===== config.mk =====
export PLATFORM = sky130hd
export DESIGN_NAME = dmem_port_arbiter
export DESIGN_NICKNAME = d
export VERILOG_FILES = /design/src/rtl/dmem_port_arbiter.sv
export SDC_FILE = /design/constraint.sdc
export NUM_CORES = 1
export LEC_CHECK = 0
export CORE_MARGIN = 2
export CORE_UTILIZATION = 40
export DETAILED_ROUTE_END_ITERATION = 7
export HOLD_SLACK_MARGIN = 0.05
export PLACE_DENSITY_LB_ADDON = 0.15
export SKIP_CTS_REPAIR_TIMING = 1
export SLEW_MARGIN = 30
export SYNTH_ARGS = -nofsm -noshare
export SYNTH_HDL_FRONTEND = slang
export SYNTH_SLANG_ARGS = --single-unit

===== constraint.sdc =====
create_clock -name clk -period 1.67 [get_ports clk]
set_input_delay 0.334 -clock clk [delete_from_list [all_inputs] [get_ports clk]]
set_output_delay 0.334 -clock clk [all_outputs]
set_load 0.02 [all_outputs]

===== src/rtl/dmem_port_arbiter.sv =====
// Two-port word-access arbiter in front of a byte-wide synchronous RAM.
// Each 32-bit access is serialised into four big-endian byte cycles.
module dmem_port_arbiter #(
    parameter int MEM_BYTES = 256,
    parameter int AW        = 8
) (
    input  logic          clk,
    input  logic          rst_n,
    input  logic          p0_valid,
    input  logic          p0_write,
    input  logic [31:0]   p0_addr,
    input  logic [31:0]   p0_wdata,
    output logic          p0_ready,
    output logic          p0_resp,
    input  logic          p1_valid,
    input  logic          p1_write,
    input  logic [31:0]   p1_addr,
    input  logic [31:0]   p1_wdata,
    output logic          p1_ready,
    output logic          p1_resp,
    output logic [31:0]   resp_rdata,
    output logic [AW-1:0] mem_addr,
    output logic [7:0]    mem_wdata,
    output logic          mem_we,
    output logic          mem_re,
    input  logic [7:0]    mem_rdata
);

    typedef enum logic [1:0] {IDLE, XFER, TAIL, RESP} state_t;

    state_t        state_q, state_d;
    logic [1:0]    cnt_q, cnt_d;
    logic          port_q, port_d;
    logic          write_q, write_d;
    logic [AW-3:0] word_q, word_d;
    logic [31:0]   wdata_q, wdata_d;
    logic [23:0]   shadow_q, shadow_d;
    logic [31:0]   rdata_q, rdata_d;
    logic          last_grant_q, last_grant_d;
    logic          p0_resp_q, p0_resp_d;
    logic          p1_resp_q, p1_resp_d;
    logic [AW-1:0] mem_addr_q, mem_addr_d;
    logic [7:0]    mem_wdata_q, mem_wdata_d;
    logic          mem_we_q, mem_we_d;
    logic          mem_re_q, mem_re_d;

    logic idle;
    logic grant_p1;
    logic unused_addr_bits;

    // Word-address bits above the RAM size are dropped, so accesses wrap.
    assign unused_addr_bits = ^{p0_addr[31:AW-2], p1_addr[31:AW-2]};

    // Ready is gated by rst_n so every output reads 0 while reset is held.
    assign idle     = rst_n && (state_q == IDLE);
    assign grant_p1 = p1_valid && (!p0_valid || !last_grant_q);
    assign p0_ready = idle && p0_valid && !grant_p1;
    assign p1_ready = idle && grant_p1;

    assign p0_resp    = p0_resp_q;
    assign p1_resp    = p1_resp_q;
    assign resp_rdata = rdata_q;
    assign mem_addr   = mem_addr_q;
    assign mem_wdata  = mem_wdata_q;
    assign mem_we     = mem_we_q;
    assign mem_re     = mem_re_q;

    always_comb begin
        state_d      = state_q;
        cnt_d        = cnt_q;
        port_d       = port_q;
        write_d      = write_q;
        word_d       = word_q;
        wdata_d      = wdata_q;
        shadow_d     = shadow_q;
        rdata_d      = rdata_q;
        last_grant_d = last_grant_q;
        p0_resp_d    = 1'b0;
        p1_resp_d    = 1'b0;
        mem_addr_d   = '0;
        mem_wdata_d  = '0;
        mem_we_d     = 1'b0;
        mem_re_d     = 1'b0;

        case (state_q)
            IDLE: begin
                if (p0_ready || p1_ready) begin
                    port_d       = grant_p1;
                    last_grant_d = grant_p1;
                    write_d      = grant_p1 ? p1_write : p0_write;
                    word_d       = grant_p1 ? p1_addr[AW-3:0] : p0_addr[AW-3:0];
                    wdata_d      = grant_p1 ? p1_wdata : p0_wdata;
                    cnt_d        = 2'd0;
                    state_d      = XFER;
                end
            end
            XFER: begin
                // RAM read data lags mem_re by one cycle: byte cnt-1 arrives now.
                if (!write_q) begin
                    case (cnt_q)
                        2'd1:    shadow_d[23:16] = mem_rdata;
                        2'd2:    shadow_d[15:8]  = mem_rdata;
                        2'd3:    shadow_d[7:0]   = mem_rdata;
                        default: shadow_d        = shadow_q;
                    endcase
                end
                if (cnt_q == 2'd3) begin
                    state_d = write_q ? RESP : TAIL;
                end else begin
                    cnt_d = cnt_q + 2'd1;
                end
            end
            TAIL: begin
                rdata_d = {shadow_q, mem_rdata};
                state_d = RESP;
            end
            default: begin
                state_d = IDLE;
            end
        endcase

        // Outputs are registered: decode them from the next-state values.
        if (state_d == XFER) begin
            mem_addr_d = {word_d, cnt_d};
            if (write_d) begin
                mem_we_d = 1'b1;
                case (cnt_d)
                    2'd0:    mem_wdata_d = wdata_d[31:24];
                    2'd1:    mem_wdata_d = wdata_d[23:16];
                    2'd2:    mem_wdata_d = wdata_d[15:8];
                    default: mem_wdata_d = wdata_d[7:0];
                endcase
            end else begin
                mem_re_d = 1'b1;
            end
        end
        if (state_d == RESP) begin
            p0_resp_d = !port_d;
            p1_resp_d = port_d;
        end
    end

    always_ff @(posedge clk or negedge rst_n) begin
        if (!rst_n) begin
            state_q      <= IDLE;
            cnt_q        <= 2'd0;
            port_q       <= 1'b0;
            write_q      <= 1'b0;
            word_q       <= '0;
            wdata_q      <= '0;
            shadow_q     <= '0;
            rdata_q      <= '0;
            last_grant_q <= 1'b1;
            p0_resp_q    <= 1'b0;
            p1_resp_q    <= 1'b0;
            mem_addr_q   <= '0;
            mem_wdata_q  <= '0;
            mem_we_q     <= 1'b0;
            mem_re_q     <= 1'b0;
        end else begin
            state_q      <= state_d;
            cnt_q        <= cnt_d;
            port_q       <= port_d;
            write_q      <= write_d;
            word_q       <= word_d;
            wdata_q      <= wdata_d;
            shadow_q     <= shadow_d;
            rdata_q      <= rdata_d;
            last_grant_q <= last_grant_d;
            p0_resp_q    <= p0_resp_d;
            p1_resp_q    <= p1_resp_d;
            mem_addr_q   <= mem_addr_d;
            mem_wdata_q  <= mem_wdata_d;
            mem_we_q     <= mem_we_d;
            mem_re_q     <= mem_re_d;
        end
    end

endmodule


* Word level (Yosys, flattened, before mapping) *
Cells that the tools add are included.

storage, ports and cells
  register bits = 121
  output and inout bits = 54
  word-level logic and storage cells = 73

cells by class
  add/subtract/negate cells = 1
  eq/ne operators = 9
  mux-type cells = 28
  bitwise logic cells = 1
  reductions and logical operators = 17

operator list
  cell                                                             count
  32-bit two-way mux                                               3
  8-bit two-way mux                                                3
  8-bit one-hot mux with 3 select lines                            1
  6-bit two-way mux                                                3
  1-bit two-way mux                                                12
  2-bit == test, second input constant                             5
  3-bit AND reduction                                              3
  2-bit by 1-bit == test with 1-bit output, second input constant  4
  2-bit two-way mux                                                4
  2-bit one-hot mux with 3 select lines                            1
  1-bit logical AND                                                5
  1-bit zero test                                                  4
  2-bit zero test                                                  2
  2-bit one-hot mux with 2 select lines                            1
  2-bit by 1-bit adder with 2-bit output, second input constant    1
  1-bit logical OR                                                 2
  2-bit AND reduction                                              1
  1-bit NOT                                                        1

* Logic depth before layout (Yosys ltp) *
  word-level depth = 12
  depth in mapped cells = 7

* Worst setup path before layout *
Ideal clock, no wire load.

  path type = register to output
  start point = register state_q[1]
  end point = output port p0_ready
  arrival time = 1.332 ns
  slack = 0.004 ns
  stages on the path, launching flop included = 6
  cells stage by stage = dfrtp_1 > buf_6 > nor3b_4 > buf_2 > nand2_1 > nor2_1

on the way
  longest elaborated chain between the ends = 4

ends and longest elaborated chain
  element                         line  text
  start: declaration              31    state_t state_q, state_d;
  start signal: assignment        161   state_q <= state_d;
  2-bit zero test                 55    assign idle = rst_n && (state_q == IDLE);
  1-bit logical AND               55
  1-bit logical AND (2 in a row)  57    assign p0_ready = idle && p0_valid && !grant_p1;
  end: declaration                13    output logic p0_ready,

Every way passes these cells.

* Final worst setup path *
  start point = input port p0_valid
  end point = register mem_wdata_q[6], in the netlist mem_wdata[6]

on the way
  longest elaborated chain between the ends = 12
  elaborated cells on any way between the ends = 25
  classes of those cells = eq/ne: 3; mux: 13; reduce/logical: 9

ends and longest elaborated chain
  element                                      line  text
  start: declaration                           9     input logic p0_valid,
  1-bit zero test                              56    assign grant_p1 = p1_valid && (!p0_valid || !last_grant_q);
  1-bit logical OR                             56
  1-bit logical AND                            56
  1-bit zero test                              57
  1-bit logical AND                            57
  1-bit logical OR                             87    if (p0_ready || p1_ready) begin
  2-bit two-way mux                            87
  2-bit one-hot mux with 2 select lines        85    case (state_q)
  2-bit == test, or another cell as far along  127   case (cnt_d)
  8-bit one-hot mux with 3 select lines        127
  8-bit two-way mux                            125   if (write_d) begin
  8-bit two-way mux *                          123   if (state_d == XFER) begin
  via mem_wdata_d[6]                           43    logic [7:0] mem_wdata_q, mem_wdata_d;
  end signal: assignment                       173   mem_wdata_q <= mem_wdata_d;
  end: declaration                             43

The timed path passes the listed nets; every way through them passes the cells marked *.
A chain may end at the register's enable or synchronous reset.

==> flow_summary.ini <==
[finish]
mostFrequentLayoutCell = dfrtp_1
layout_common_cells = dfrtp_1 (119), clkdlybuf4s50_1 (88), nand2_1 (71), dlymetal6s2s_1 (52), mux2_2 (47)
fin_nets = 813
syn_to_final_growth_pct = 62.1
antenna_cells = 0
final_util_pct = 65.9
final_area_mm2 = 0.00869
drive_gt1_share_pct = 31.7

[pwr]
p_int_mw = 10.6
pwr-share-clk_pct = 22.6
p_sw_mw = 5.67
p_total_mw = 16.3
seq_power_share_pct = 31.9
power.density_mw_per_mm2 = 1870
power.share.combinational_pct = 45.5
leakage_nw = 4.20
switching_share_pct = 34.8
max-vdd-ir-drop_mv = 0.794

[yosys]
synthCells = 474
synth_warnings = 0
ys_ff_latch = 121
synth-simple-area-share_pct = 11.4
synth_fa_ha_area_share_pct = 0
synth_top_family_by_area = compound AO/OA/AOI/OAI gates
syn_area_mm2 = 0.00536
avgSynthCellArea_um2 = 11.3
synth_xor_area_share_pct = 0
seq_area_frac_synth_pct = 56.5
synth_ff_type = dfrtp_1
synth_cell_types = 40
synth-compound-area-share_pct = 15.7
synth_nets = 616
async_flop_share_pct = 100
synth.mux.area_fraction_pct = 12.9
synth_edf_count = 0

[cts]
cts_made_buffers = 17
tritoncts = built
clkSinkCount = 121
htree_num_levels = 4
clk_latency_ns = 0.41
clk_pin_slew_worst_paths_ns = 0.06
cts_buffer_depth = 2
cts_root_buffer = clkbuf_16

[worst_setup_path]
crit_fanout = 8
path_cells = clkdlybuf4s50_1, or2_2, a32oi_4, buf_6, a2111oi_4, buf_6, a32o_2
slowest_delay_ns = 0.52
reg2reg_from = state_q[1]
critPathBufInv = 3
cp_slowest_cell = clkdlybuf4s50_1
ff2ff_setup_slack_ns = -0.18
reg2regPathDepth = 7
arrival_ns = 2.16
worstSetupPathType = input port to flip-flop
crit_required_ns = 1.96
startpoint_type = input port
cp_common_cell = buf_6
r2r_end = mem_wdata[6]
crit_family = buffers and inverters
crit_path_end_kind = flip-flop

[routing]
finalWirelength_mm = 15.0
drtPass1Iterations = 4
drc_errors = 0
wl_per_cell_um = 17.4
drt_iter0_markers = 319
avgViaCountPerCell = 5.25
antenna_left = 0
num_vias = 4519

[global_route]
grt_usage_pct = 19.9
grt_max_degree = 122
grt_pass1_wl_mm = 22.6
grt.overflow.total = 0
grt_pass1_vias = 4458
antenna_found_initial = 0

[die]
die_width_um = 120
core_area_mm2 = 0.0132
fp-row-count = 42
io_pins = 196
die_area_mm2 = 0.0143
start_util_pct = 40.6
die_y_um = 120

[sta]
fin_ws_ns = -0.205
grt_setup_unrepaired = true
max_freq_mhz = 533
tightest_slew_ns = 0.666
finalWorstPathRequiredPeriod_ns = 1.88
drv_slew = 0
finalSetupViolations = 66
maxSlewHeadroom_pct = 55.6
post-route-period-util_pct = 112
clock_skew_ns = 0.00849
finalSetupTns_ns = -5.72
timing_hold_violations_final = 0

[placed_design]
gp_congestion = 0.833
dp_slack_ns = -0.687
dp_hpwl_mm = 9.40
port_buffers = 143
placed_area_mm2 = 0.00727

[status]
failed_checks = setup timing
status = complete, but fails checks

[flow_run]
drv_cap = 0

[hold_path]
hp-class = input port to async pin
==> cell usage after synthesis (9+ instances only) <==
library cell | count | area [µm²]
nor3_1 | 9 | 45.0
mux2_2 | 56 | 631
nor2_1 | 39 | 146
nand2_1 | 73 | 274
o21ai_0 | 19 | 95.1
o21a_1 | 9 | 67.6
a21oi_1 | 16 | 80.1
dfrtp_1 | 120 | 3000
a31oi_1 | 24 | 150
a32oi_1 | 16 | 140
buf_2 | 23 | 115
==> registers in the layout (all words and copies together) (netlist names) <==
signal and cells:
mem_addr 8, p0_resp 1, resp_rdata 32, word_q 6, shadow_q 24, write_q 1
state_q 2, wdata_q 32, cnt_q 2, mem_re 1, last_grant_q 1, port_q 1
mem_we 1, p1_resp 1, mem_wdata 8
==> stage by stage <==
step           hold slack [ns]  instances
2_1_floorplan           0.0384        474
5_1_grt                  0.201        860
3_3_place_gp             0.475        805
6_report                 0.103        860
3_5_place_dp             0.482        805
4_1_cts                  0.173        837
==> kinds of logic after synthesis <==
logic type / after synthesis
muxes: 62
AOI/OAI and AO/OA: 111
buffers and inverters: 38
DFF: 121
and+or+nand+nor: 142
==> worst max-delay path by stage <==
| stage | start | end | depth (start not counted) |
|---|---|---|---|
| after floorplan | state_q[1] | p0_ready | 5 |
| after global placement | p0_valid | mem_wdata[2] | 6 |
| after detailed placement | p0_valid | mem_wdata[1] | 6 |
| after CTS | state_q[0] | p0_ready | 4 |
| after global routing | state_q[1] | p0_ready | 4 |
| final | p0_valid | mem_wdata[6] | 7 |
==> worst min-delay path, stage by stage <==
cell    delay [ns]
buf_4         0.09
buf_4         0.11
buf_12        0.44
==> cell type report <==
type	count	area, µm²
timing repair buffer	213	2360
sequential	121	3030
fill	1003	4500
tap	176	220
multi-input combinational	315	2470
clock inverter	12	150
inverter	3	11.3
clock buffer	20	447
==> power groups by stage <==
stage	sequential, mW	combinational, mW	clock (mW)
3_3_place_gp	5.11	6.32	0
5_1_grt	5.36	7.94	3.86
3_5_place_dp	5.17	6.45	0
6_report	5.18	7.41	3.68
2_1_floorplan	5.65	3.18	0
4_1_cts	5.13	6.49	3.72
==> metal layers <==
metal | up-vias | GRT usage [%] | wire, µm
met5 | - | 0 | 0
met4 | 0 | 6.32 | 216
met3 | 19 | 4.66 | 900
met2 | 165 | 33.9 | 7580
met1 | 2217 | 25.3 | 6260
li1 | 2118 | - | -
(Power assumes the default switching activity.)
